[config.mk]
export PLATFORM = sky130hd
export DESIGN_NAME = divsat_16bit_seq
export DESIGN_NICKNAME = d
export VERILOG_FILES = /design/src/rtl/divsat_16bit_seq.sv
export SDC_FILE = /design/constraint.sdc
export NUM_CORES = 1
export LEC_CHECK = 0
export CORE_MARGIN = 2
export CORE_UTILIZATION = 57
export DETAILED_ROUTE_END_ITERATION = 7
export PLACE_DENSITY = 0.8
export SLEW_MARGIN = 20
export SYNTH_ARGS = -nofsm -noshare
export SYNTH_HDL_FRONTEND = slang
export SYNTH_SLANG_ARGS = --single-unit
[constraint.sdc]
create_clock -name i_clk -period 7.3 [get_ports i_clk]
set_clock_uncertainty 0.2 [all_clocks]
set_input_delay 2.19 -clock i_clk [delete_from_list [all_inputs] [get_ports i_clk]]
set_output_delay 2.19 -clock i_clk [all_outputs]
set_load 0.01 [all_outputs]
[src/rtl/divsat_16bit_seq.sv]
// divsat_16bit_seq: iterative signed 16-bit divider with saturating result.
// Uses restoring division: one conditional subtract per cycle on a 17-bit partial remainder,
// 16 iterations. It applies signs in a fix-up cycle, then pulses done for one cycle.
// Quotient policy: the result clamps to 0x7FFF / 0x8000 and never wraps.
//
// Optional feature: define DIV_REM_EN to add the o_rem port and the remainder sign correction.
//
// Ports:
//   i_clk    clock, rising edge
//   i_rst    synchronous active-high reset
//   i_start  request, sampled only while idle
//   i_a      dividend (two's complement), captured on accept
//   i_b      divisor (two's complement), captured on accept
//   o_busy   high from the cycle after accept through the done cycle
//   o_done   one-cycle pulse; results valid here and held afterwards
//   o_quot   saturated quotient, truncated toward zero
//   o_rem    remainder with the sign of the dividend (DIV_REM_EN only)
//   o_dz     divide-by-zero flag for the last operation
//   o_ovfl   quotient saturated (0x8000 / 0xFFFF) for the last operation
module divsat_16bit_seq (
    input  logic        i_clk,
    input  logic        i_rst,
    input  logic        i_start,
    input  logic [15:0] i_a,
    input  logic [15:0] i_b,
    output logic        o_busy,
    output logic        o_done,
    output logic [15:0] o_quot,
`ifdef DIV_REM_EN
    output logic [15:0] o_rem,
`endif
    output logic        o_dz,
    output logic        o_ovfl
);

    typedef enum logic [1:0] {StIdle, StCalc, StFix, StDone} state_t;

    state_t      r_state;
    state_t      w_state_next;

    logic [16:0] r_rem;      // partial remainder magnitude
    logic [15:0] r_quo;      // dividend magnitude shifting out, quotient bits shifting in
    logic [16:0] r_dvsr;     // divisor magnitude (0x08000 for 0x8000)
    logic [4:0]  r_cnt;
    logic        r_a_sign;
    logic        r_b_sign;
    logic        r_dz;       // working flag for the operation in flight

    logic [15:0] r_quot;
    logic        r_dz_out;
    logic        r_ovfl_out;
`ifdef DIV_REM_EN
    logic [15:0] r_rem_out;
`endif

    logic [15:0] w_a_mag;
    logic [15:0] w_b_mag;
    logic        w_b_zero;
    logic [17:0] w_rem_sh;
    logic [17:0] w_trial;
    logic        w_qsign;

    // 16-bit unsigned magnitude is enough: |0x8000| = 0x8000.
    assign w_a_mag  = i_a[15] ? (16'h0000 - i_a) : i_a;
    assign w_b_mag  = i_b[15] ? (16'h0000 - i_b) : i_b;
    assign w_b_zero = (i_b == 16'h0000);

    // Shift {rem, quo} left by one and try to subtract the divisor; bit 17 is the borrow.
    assign w_rem_sh = {r_rem, r_quo[15]};
    assign w_trial  = w_rem_sh - {1'b0, r_dvsr};
    assign w_qsign  = r_a_sign ^ r_b_sign;

    always_comb begin
        w_state_next = r_state;
        o_busy       = 1'b0;
        o_done       = 1'b0;
        unique case (r_state)
            StIdle: begin
                // A zero divisor skips the iterations but still spends one cycle in fix-up.
                if (i_start) w_state_next = w_b_zero ? StFix : StCalc;
            end
            StCalc: begin
                o_busy = 1'b1;
                if (r_cnt == 5'd15) w_state_next = StFix;
            end
            StFix: begin
                o_busy       = 1'b1;
                w_state_next = StDone;
            end
            StDone: begin
                o_busy       = 1'b1;
                o_done       = 1'b1;
                w_state_next = StIdle;
            end
            default: w_state_next = StIdle;
        endcase
    end

    always_ff @(posedge i_clk) begin
        if (i_rst) begin
            r_state    <= StIdle;
            r_rem      <= '0;
            r_quo      <= '0;
            r_dvsr     <= '0;
            r_cnt      <= '0;
            r_a_sign   <= 1'b0;
            r_b_sign   <= 1'b0;
            r_dz       <= 1'b0;
            r_quot     <= '0;
            r_dz_out   <= 1'b0;
            r_ovfl_out <= 1'b0;
`ifdef DIV_REM_EN
            r_rem_out  <= '0;
`endif
        end else begin
            r_state <= w_state_next;
            case (r_state)
                StIdle: begin
                    if (i_start) begin
                        r_a_sign <= i_a[15];
                        r_b_sign <= i_b[15];
                        r_quo    <= w_a_mag;
                        r_dvsr   <= {1'b0, w_b_mag};
                        r_rem    <= '0;
                        r_cnt    <= '0;
                        r_dz     <= w_b_zero;
                    end
                end
                StCalc: begin
                    if (!w_trial[17]) r_rem <= w_trial[16:0];
                    else              r_rem <= w_rem_sh[16:0];
                    r_quo <= {r_quo[14:0], ~w_trial[17]};
                    r_cnt <= r_cnt + 5'd1;
                end
                StFix: begin
                    r_dz_out   <= r_dz;
                    r_ovfl_out <= 1'b0;
                    if (r_dz) begin
                        // r_quo still holds |A| because no iterations ran.
                        r_quot    <= r_a_sign ? 16'h8000 : 16'h7FFF;
`ifdef DIV_REM_EN
                        r_rem_out <= r_a_sign ? (16'h0000 - r_quo) : r_quo;
`endif
                    end else if (!w_qsign && r_quo[15]) begin
                        // A positive quotient of 0x8000 (only 0x8000 / -1) cannot be represented.
                        r_quot     <= 16'h7FFF;
                        r_ovfl_out <= 1'b1;
`ifdef DIV_REM_EN
                        r_rem_out  <= '0;
`endif
                    end else begin
                        r_quot    <= w_qsign ? (16'h0000 - r_quo) : r_quo;
`ifdef DIV_REM_EN
                        r_rem_out <= r_a_sign ? (16'h0000 - r_rem[15:0]) : r_rem[15:0];
`endif
                    end
                end
                default: ;
            endcase
        end
    end

    assign o_quot = r_quot;
    assign o_dz   = r_dz_out;
    assign o_ovfl = r_ovfl_out;
`ifdef DIV_REM_EN
    assign o_rem  = r_rem_out;
`endif

endmodule
==> After elaboration in Yosys (flattened, before gate mapping) <==
Index checks and enable logic that the tools add are counted.
{ "word_totals": {"reg_bits": 77, "output_inout_bits": 20, "word_cells": 54, "input_bits": 35} }
{ "classes": {"reduce_logical": 9, "eq_ne": 6, "n_mux": 21, "bitwise": 2, "addsub": 5} }
{ "op_table": {"columns": ["op", "count"], "rows": [
  ["$mux 16", 7],
  ["$sub 1x16->16 const A", 3],
  ["$mux 17", 2],
  ["$pmux 17 s2", 1],
  ["$pmux 16 s2", 1],
  ["$sub 18x16->18", 1],
  ["$logic_not 16->1", 1],
  ["$pmux 5 s2", 1],
  ["$pmux 2 s4", 1],
  ["$mux 2", 3],
  ["$reduce_and 2->1", 3],
  ["$add 5x1->5 const B", 1],
  ["$eq 5x4->1 const B", 1],
  ["$mux 5", 1],
  ["$eq 2x2->1 const B", 2],
  ["$mux 1", 4],
  ["$ne 2x2->1 const B", 2],
  ["$reduce_or 3->1", 1],
  ["$eq 2x1->1 const B", 1],
  ["$logic_not 2->1", 1],
  ["$reduce_bool 2->1", 1],
  ["$logic_and 1x1->1", 1],
  ["$logic_not 1->1", 1],
  ["$not 1->1", 1],
  ["$xor 1x1->1", 1]
]} }

==> Longest topological paths before layout <==
Gate-level depths: netlist (run 1).
{ "depth": {"ltp_word": 5, "depth_mapped": 12, "ltp_nobuf": 11} }

==> Worst setup path after synthesis (run 1) <==
No wires, ideal clock.
{ "synth_path": {"path_type": "input to register", "from": "input port i_b[6]", "to": "register r_dvsr[14]", "t_required_ps": 7014, "n_path_buf": 0, "setup_ps": 86, "stages": 5, "path_slack_ps": 3344, "t_arrival_ps": 3671, "cell_sequence": "or4_1 > or3_1 > o41ai_1 > xor2_1 > a211oi_1"} }
{ "synth_via": {"elab_chain_cells": 2} }
{ "synth_lines": {"columns": ["element", "line_no", "rtl"], "rows": [
  ["from (decl)", "25", "input logic [15:0] i_b,"],
  ["$sub 1x16->16", "65", "assign w_b_mag = i_b[15] ? (16'h0000 - i_b) : i_b;"],
  ["$mux 16", "65", null],
  ["to (signal assigned)", "123", "r_dvsr <= {1'b0, w_b_mag};"],
  ["to (decl)", "43", "logic [16:0] r_dvsr;"]
]} }
Every way passes these cells.
A chain may end at the register's enable or synchronous reset.

==> Final worst setup path (run 1) <==
{ "layout_path": {"from": "input port i_b[2]", "to": "register r_state[0]"} }
{ "layout_via": {"elab_chain_cells": 4} }
{ "layout_lines": {"columns": ["element", "line_no", "rtl"], "rows": [
  ["$logic_not 16->1", "66", "assign w_b_zero = (i_b == 16'h0000);"],
  ["$mux 2 (2 in series)", "80", "if (i_start) w_state_next = w_b_zero ? StFix : StCalc;"],
  ["$pmux 2 s4", "77", "unique case (r_state)"],
  ["to (signal assigned)", "101", "r_state <= StIdle;"],
  ["to (signal assigned)", "116", "r_state <= w_state_next;"],
  ["to (decl)", "38", "state_t r_state;"]
]} }
Every way passes these cells. The select of a mux whose other input is x is not followed.

==> impl_metrics.toml, run 1 <==
[layout]
seq_area_um2 = 1540
fin_nets = 809
diodes = 0
stdcell_count = 863
final_cell_mix = "112 x nand2_1, 77 x dfxtp_1, 64 x nor2_1"
area_delta_synth_final_pct = 14.5
nFillCells = 787
drive_above_1_share_pct = 4.92
layout_commonest_cell = "nand2_1"
multi_input_area_um2 = 3490

[clock_tree]
cts_sinks = 77
ctsHoldBuffers = 0
cts_resized = 0
clk_pin_slew_ps = 90
htree_levels = 3
post-cts-setup-buffers = 0
clk_path_buf_depth = 2
cts_root_buffer = "clkbuf_8"
cts_tree = "done"
clock_latency_ps = 360
numCtsBuffers = 9

[timing]
finalWorstSetupSlack_ps = 2940
relSlewSlack_pct = 36.3
tightest_slew_ps = 949
setup_violations = 0
finalSetupTns_ps = 0
hold_violations = 0
min_period_ps = 4360
rsz0062_at_grt = "no"
maxSlewViolCount = 0
period_share_pct = 59.7
fmax_mhz = 229

[flow_run]
maxCapViolations = 0

[yosys]
seq_area_frac_synth_pct = 28.9
syn_nets = 782
yosys_warnings = 0
syn_avg_cell_area_um2 = 7.42
netlist_area_um2 = 5340
async_reset_ff_share_pct = 0
synth_cell_types = 69
synth_edf_count = 0
ys_seq_elements = 77
synth_ff_type = "dfxtp_1"
synth_cells = 720

[routing]
first_pass_iters = 5
wire_per_inst_um = 16.0
wl_um = 13800
detail_route.drc_violations = 0
vias = 5254
vias_per_cell = 6.09
dr.first_iter.drc_count = 254
ant_nets = 0

[global_route]
grt_pass1_wl_um = 22700
grt_pass1_vias = 4871
grt_max_degree = 63
grt_overflow = 0
antenna_found_initial = 0
track_usage_pct = 27.9

[power]
powerDensity_nw_per_um2 = 373
p_leak_nw = 2.38
total_power_mw = 2.29
ir_drop_v = 0.000292

[worst_setup_path]
path_max_fanout = 5
crit_chain = "clkdlybuf4s50_1 > nor4_1 > nand2_1 > or3_1 > nor3_1 > nand2_1 > o21ai_0 > o21ai_0 > nor2b_1"
cp.arrival_ps = 4380
critical-path-top-delay-family = "simple AND/OR/NAND/NOR gates"
slowest_stage = "clkdlybuf4s50_1"
path_class = "input port to register"
worstSetupEndpointType = "register"
cp-start-kind = "input port"
crit_buf_inv = 1
crit_required_ps = 7320
critPathMaxStageDelay_ps = 500

[die]
core_um2 = 9150
start_util_pct = 58.4
rows = 35
die_w_um = 101
dieArea_um2 = 10200
ios = 55
fp.dieH_um = 101

[place]
dp_hpwl_um = 9860
dp_slack_ps = 2590
dp_cells = 847
port_buffers = 54
globalplace.congestion = 0.994

[worst_hold_path]
worstHoldPathType = "register to register"

[run_status]
status = "finished, final reports clean"
layout make-up:
class / instances / area share [%]
clock buffers: 9 / 2.02
clock inverters: 7 / 1.72
inverters: 36 / 2.21
multi-input cells: 563 / 57.1
flip-flops and latches: 77 / 25.2
well taps: 111 / 2.27
repair buffers: 60 / 9.49
cell families after synthesis:
logic type	after synthesis	share of synthesized area, %
simple gates	278	23.8
compound gates	202	25.2
buf+inv	80	5.90
flops	77	28.9
xor+xnor	47	8.06
fa+ha+maj	27	6.46
mux	9	1.71
routing by layer:
| layer | vias up | global-route usage [%] | share of wire, % |
|---|---|---|---|
| met5 | - | 0 | 0 |
| met4 | 0 | 11.8 | 2.7 |
| met3 | 26 | 4.30 | 4.6 |
| met2 | 168 | 48.1 | 50 |
| met1 | 2448 | 34.5 | 43 |
| li1 | 2612 | - | - |
synthesized netlist by cell type (5+ instances only):
| cell type | number | area [um2] |
|---|---|---|
| nand2_1 | 112 | 420 |
| dfxtp_1 | 77 | 1540 |
| nor2_1 | 64 | 240 |
| a21oi_1 | 48 | 240 |
| o21ai_0 | 44 | 220 |
| nand3_1 | 39 | 195 |
| inv_1 | 35 | 131 |
| clkbuf_1 | 34 | 128 |
| xor2_1 | 30 | 263 |
| ha_1 | 26 | 325 |
| a211oi_1 | 19 | 143 |
| xnor2_1 | 16 | 140 |
| nand2b_1 | 10 | 62.6 |
| a21o_1 | 9 | 67.6 |
| a31oi_1 | 9 | 56.3 |
| o31ai_1 | 9 | 67.6 |
| mux2i_1 | 8 | 80.1 |
| nor3_1 | 8 | 40.0 |
| nor4_1 | 8 | 50.1 |
| o2111ai_1 | 8 | 70.1 |
| or3_1 | 6 | 37.5 |
| and3_1 | 5 | 31.3 |
| buf_2 | 5 | 25.0 |
| nor2b_1 | 5 | 31.3 |
| o21ai_1 | 5 | 25.0 |
| o41ai_1 | 5 | 43.8 |
registers in the layout (all words and copies together) (netlist names):
register / count
r_rem: 17
o_quot: 16
r_dvsr: 16
r_quo: 16
r_cnt: 5
r_state: 2
o_dz: 1
o_ovfl: 1
r_a_sign: 1
r_b_sign: 1
r_dz: 1
worst register-to-register path, cell delays in order (launching register included):
cell and delay, ps:
dfxtp_1 570, inv_1 220, ha_1 280, nand2b_1 170, a21oi_1 230, nor2_1 140, o21ai_2 280, a41oi_4 360
xnor2_2 650, nand2_1 130, a32o_1 270
final timing paths:
path                    from    endpoint  cells after the start  slack (ps)
hold / removal    o_quot[11]  o_quot[11]                      2         240
hold reg to reg   o_quot[11]  o_quot[11]                      2         240
setup / recovery      i_b[2]  r_state[0]                      9        2940
setup reg to reg   r_quo[15]    r_rem[0]                     10        3710
where the power goes:
group	internal, mW	switching, mW	total [mW]
registers	0.522	0.118	0.640
clock network	0.198	0.176	0.374
logic	0.497	0.774	1.27
total	1.22	1.07	2.29
metrics by stage:
step	hold slack, ps	area (um2)	util [%]
final	243	6120	66.8
after global routing	270	6120	66.8
after CTS	244	6110	66.8
after detailed placement	233	5880	64.3
after global placement	226	5880	64.3
after floorplan	240	5340	-
Note: power is estimated with default switching activity, not from simulation.
==> run 2, diff against run 1 <==
clock period = 4.2 ns   (was 7.3 ns; I/O delays follow)
==> run 2 against run 1 <==
Net effect: worst hold slack got worse by 1.8 ps; worst setup slack got worse by 2100 ps; critical path depth did not move; global-route usage rose by 0.99 points; core utilization rose by 0.30 points; total power rose by 75%; die area did not move; largest cell class unchanged; critical endpoint unchanged; sequential power rose by 73%; clock-buffer cell count did not move; clock power rose by 62%; combinational power rose by 80%; sequential share of layout area fell by 0.11 points.
==> impl_metrics.toml, run 2 (synthesis gave the netlist of run 1 again) <==
[clock_tree]
cts_resized = 0
clk_pin_slew_ps = 90
post-cts-setup-buffers = 0
htree_levels = 3
numCtsBuffers = 9
clk_path_buf_depth = 2
clock_latency_ps = 370
ctsHoldBuffers = 0
cts_sinks = 77
cts_root_buffer = "clkbuf_8"
cts_tree = "done"

[die]
die_w_um = 101
fp.dieH_um = 101
start_util_pct = 58.4
dieArea_um2 = 10200
ios = 55
rows = 35
core_um2 = 9150

[place]
globalplace.congestion = 0.927
dp_slack_ps = 451
port_buffers = 54
dp_hpwl_um = 10300

[timing]
min_period_ps = 3390
setup_violations = 0
tightest_slew_ps = 914
finalSetupTns_ps = 0
rsz0062_at_grt = "no"
finalWorstSetupSlack_ps = 811
fmax_mhz = 295
period_share_pct = 80.7
maxSlewViolCount = 0
relSlewSlack_pct = 38.7
hold_violations = 0

[worst_setup_path]
ff2ff_path_depth = 10
critPathMaxStageDelay_ps = 490
path_class = "input port to register"
crit_required_ps = 4250
cp.arrival_ps = 3440
regToRegSetupSlack_ps = 1000
slowest_stage = "clkdlybuf4s50_1"
crit_chain = "clkdlybuf4s50_1 > nor4_1 > nand2_1 > or3_1 > nor3_1 > nand2_1 > o21ai_0 > o21ai_0 > nor2b_1"
path_max_fanout = 5
critPathLaunch = "i_b[2]"
worstReg2RegEnd = "r_rem[1]"
cp-start-kind = "input port"
reg2reg_from = "r_dvsr[7]"
cp-endpoint = "r_state[0]"
worstSetupEndpointType = "register"

[power]
p_leak_nw = 2.40
ir_drop_v = 0.000358
powerDensity_nw_per_um2 = 650

[layout]
diodes = 0
largest_reg_flops = 17
drive_above_1_share_pct = 5.79
fin_nets = 817
final_cell_mix = "112 x nand2_1, 77 x dfxtp_1, 64 x nor2_1"
nFillCells = 795
area_delta_synth_final_pct = 15.0
top_register = "r_rem"
seq_area_um2 = 1540
multi_input_area_um2 = 3490
layout_commonest_cell = "nand2_1"

[worst_hold_path]
worstHoldPathType = "register to register"
worstHoldStart = "o_quot[10]"

[global_route]
grt_pass1_wl_um = 23600
grt_overflow = 0
grt_max_degree = 35
track_usage_pct = 28.9
antenna_found_initial = 0
grt_pass1_vias = 5081

[routing]
dr.first_iter.drc_count = 276
first_pass_iters = 5
vias_per_cell = 6.12
vias = 5334
detail_route.drc_violations = 0
ant_nets = 0
wl_um = 14100
wire_per_inst_um = 16.1

[flow_run]
maxCapViolations = 0

[run_status]
status = "finished, final reports clean"
-- run 2: cell types whose count changed in the layout (fill, tap and decap cells not counted), sizes merged --
cell    change
inv         +1
bufinv      -1
buf         +8
-- run 2: critical path, delay by kind of cell --
kind / cells / cell delay [ps]
AOI/OAI and AO/OA: 2 / 160
and+or+nand+nor: 6 / 1530
buffers and inverters: 1 / 490
-- run 2: cell type report --
cell class / count / area share [%]
Clock buffer: 9 / 2.02
Clock inverter: 7 / 1.30
Inverter: 36 / 2.20
Multi-Input combinational cell: 563 / 56.7
Sequential cell: 77 / 25.1
Tap cell: 111 / 2.26
Timing Repair Buffer: 68 / 10.4
-- run 2: per-layer routing --
| metal | global-route usage (%) | wire length [um] |
|---|---|---|
| met1 | 34.4 | 5770 |
| met2 | 51.7 | 7230 |
| met3 | 3.54 | 585 |
| met4 | 12.9 | 464 |
| met5 | 0 | 0 |
-- run 2: power breakdown --
group          internal, mW  switching [mW]
logic                 0.915            1.37
registers             0.907           0.201
clock network         0.284           0.320
-- run 2: metrics by stage --
stage          power, mW  hold slack (ps)  instance area, um2  util, %  std cells
2_1_floorplan       2.74              240                5340        -        720
3_3_place_gp        3.29              227                5940     64.9        855
3_5_place_dp        3.38              230                5940     64.9        855
4_1_cts             3.99              243                6150     67.1        871
5_1_grt             4.30              264                6150     67.1        871
6_report            4.00              241                6150     67.1        871
-- run 2: how the worst min path moves through the flow --
stage / end / slack, ps / depth (start not counted)
3_3_place_gp: o_quot[10] / 230 / 2
3_5_place_dp: o_quot[10] / 230 / 2
2_1_floorplan: r_dvsr[0] / 240 / 2
6_report: o_quot[10] / 240 / 2
4_1_cts: o_quot[10] / 240 / 2
5_1_grt: o_quot[8] / 260 / 2
==> run 3, diff against run 2 <==
CORE_UTILIZATION = 52   (was 57)
PLACE_DENSITY = 0.77   (was 0.8)
clock period = 2.9 ns   (was 4.2 ns; I/O delays follow)
==> run 3 against run 2 <==
Net effect: sequential share of layout area down 1.8 points; worst hold slack better by 1.2 ps; clock-buffer cell count increased by 2; sequential cell count unchanged; critical path type is now register to output pin; critical endpoint is now o_busy; highest routed layer unchanged.
==> impl_metrics.toml, run 3 (synthesis gave the netlist of run 1 again) <==
[run_status]
status = "finished, final reports clean"

[place]
dp_slack_ps = -359
dp_hpwl_um = 11100
globalplace.congestion = 0.912
port_buffers = 54
placed_cell_area_um2 = 6350

[clock_tree]
cts_sinks = 77
cts_root_buffer = "clkbuf_8"
ctsHoldBuffers = 0
numCtsBuffers = 9
clk_pin_slew_ps = 80
htree_levels = 3
cts_tree = "done"
clock_latency_ps = 360
clk_path_buf_depth = 2

[worst_hold_path]
worstHoldPathType = "register to register"

[die]
rows = 37
core_um2 = 10100
fp.dieH_um = 105
dieArea_um2 = 11100
start_util_pct = 52.7
die_w_um = 105
ios = 55

[worst_setup_path]
path_class = "register to output pin"
cp_common_cell = "inv_1"
cp.arrival_ps = 1700
critical-path-top-delay-family = "buffers and inverters"
path_max_fanout = 4
cp-start-kind = "register"
worstSetupEndpointType = "output pin"
crit_buf_inv = 3
slowest_stage = "clkdlybuf4s50_1"
critPathMaxStageDelay_ps = 550
crit_required_ps = 1830
crit_chain = "inv_1 > ha_1 > inv_1 > clkdlybuf4s50_1"

[power]
ir_drop_v = 0.000531
p_leak_nw = 2.68
total_power_mw = 6.07
powerDensity_nw_per_um2 = 916

[layout]
top_register = "r_rem"
area_delta_synth_final_pct = 24.1
fin_nets = 868
diodes = 0
nFillCells = 876
largest_reg_flops = 17
final_cell_mix = "112 x nand2_1, 77 x dfxtp_1, 64 x nor2_1, 64 x buf_4, 53 x clkdlybuf4s50_1"
final_area_um2 = 6630
layout_commonest_cell = "nand2_1"
drive_above_1_share_pct = 12.5

[timing]
setup_violations = 0
hold_violations = 0
rsz0062_at_grt = "no"
maxSlewViolCount = 0
finalSetupTns_ps = 0
finalWorstSetupSlack_ps = 128
fmax_mhz = 361
tightest_slew_ps = 923
period_share_pct = 95.6
min_period_ps = 2770
relSlewSlack_pct = 38.2

[global_route]
antenna_found_initial = 0
track_usage_pct = 26.9
grt_pass1_vias = 5370
grt_max_degree = 36
grt_pass1_wl_um = 24500
grt_overflow = 0

[routing]
vias = 5540
wire_per_inst_um = 15.6
first_pass_iters = 5
dr.first_iter.drc_count = 334
vias_per_cell = 5.85
ant_nets = 0
wl_um = 14800
detail_route.drc_violations = 0

[flow_run]
maxCapViolations = 0
run 3: worst register-to-register path: cells and delay by family (launching register included):
kind	cells	cell delay, ps
simple gates	1	320
fa+ha+maj	1	340
xor+xnor	1	160
buf+inv	2	220
flops	1	340
compound gates	5	1070
run 3: worst paths after layout:
kind / start / endpoint / slack, ps / depth (start not counted)
min reg2reg: o_quot[12] / o_quot[12] / 240 / 2
max: r_state[0] / o_busy / 130 / 4
min: o_quot[12] / o_quot[12] / 240 / 2
max reg2reg: r_dvsr[4] / r_rem[14] / 140 / 10
run 3: through the flow:
step	cells	hold slack (ps)	util, %
after floorplan	720	240	-
final	947	242	65.4
after global placement	930	229	62.6
after global routing	947	259	65.4
after CTS	946	244	64.9
after detailed placement	930	232	62.6
run 3: what timing repair did:
action,CTS,global route
buffers inserted,0,1
gates resized for setup,0,7
setup endpoints to repair,0,18
run 3: final cells by class:
| class | instances | area (um2) | area share, % |
|---|---|---|---|
| Clock buffer | 11 | 151 | 2.28 |
| Clock inverter | 5 | 81.3 | 1.23 |
| Inverter | 36 | 135 | 2.04 |
| Multi-Input combinational cell | 563 | 3520 | 53.1 |
| Sequential cell | 77 | 1540 | 23.3 |
| Tap cell | 136 | 170 | 2.57 |
| Timing Repair Buffer | 119 | 1030 | 15.5 |
run 3: metal layers:
layer | global-route usage [%] | share of wire (%)
met4 | 13.5 | 3.2
met2 | 46.2 | 49
met3 | 4.51 | 5.0
met1 | 32.3 | 43
met5 | 0 | 0
run 3: power by group:
| group | internal (mW) | switching [mW] |
|---|---|---|
| Sequential | 1.31 | 0.235 |
| Clock | 0.533 | 0.414 |
| Combinational | 1.49 | 2.08 |
| Total | 3.34 | 2.73 |
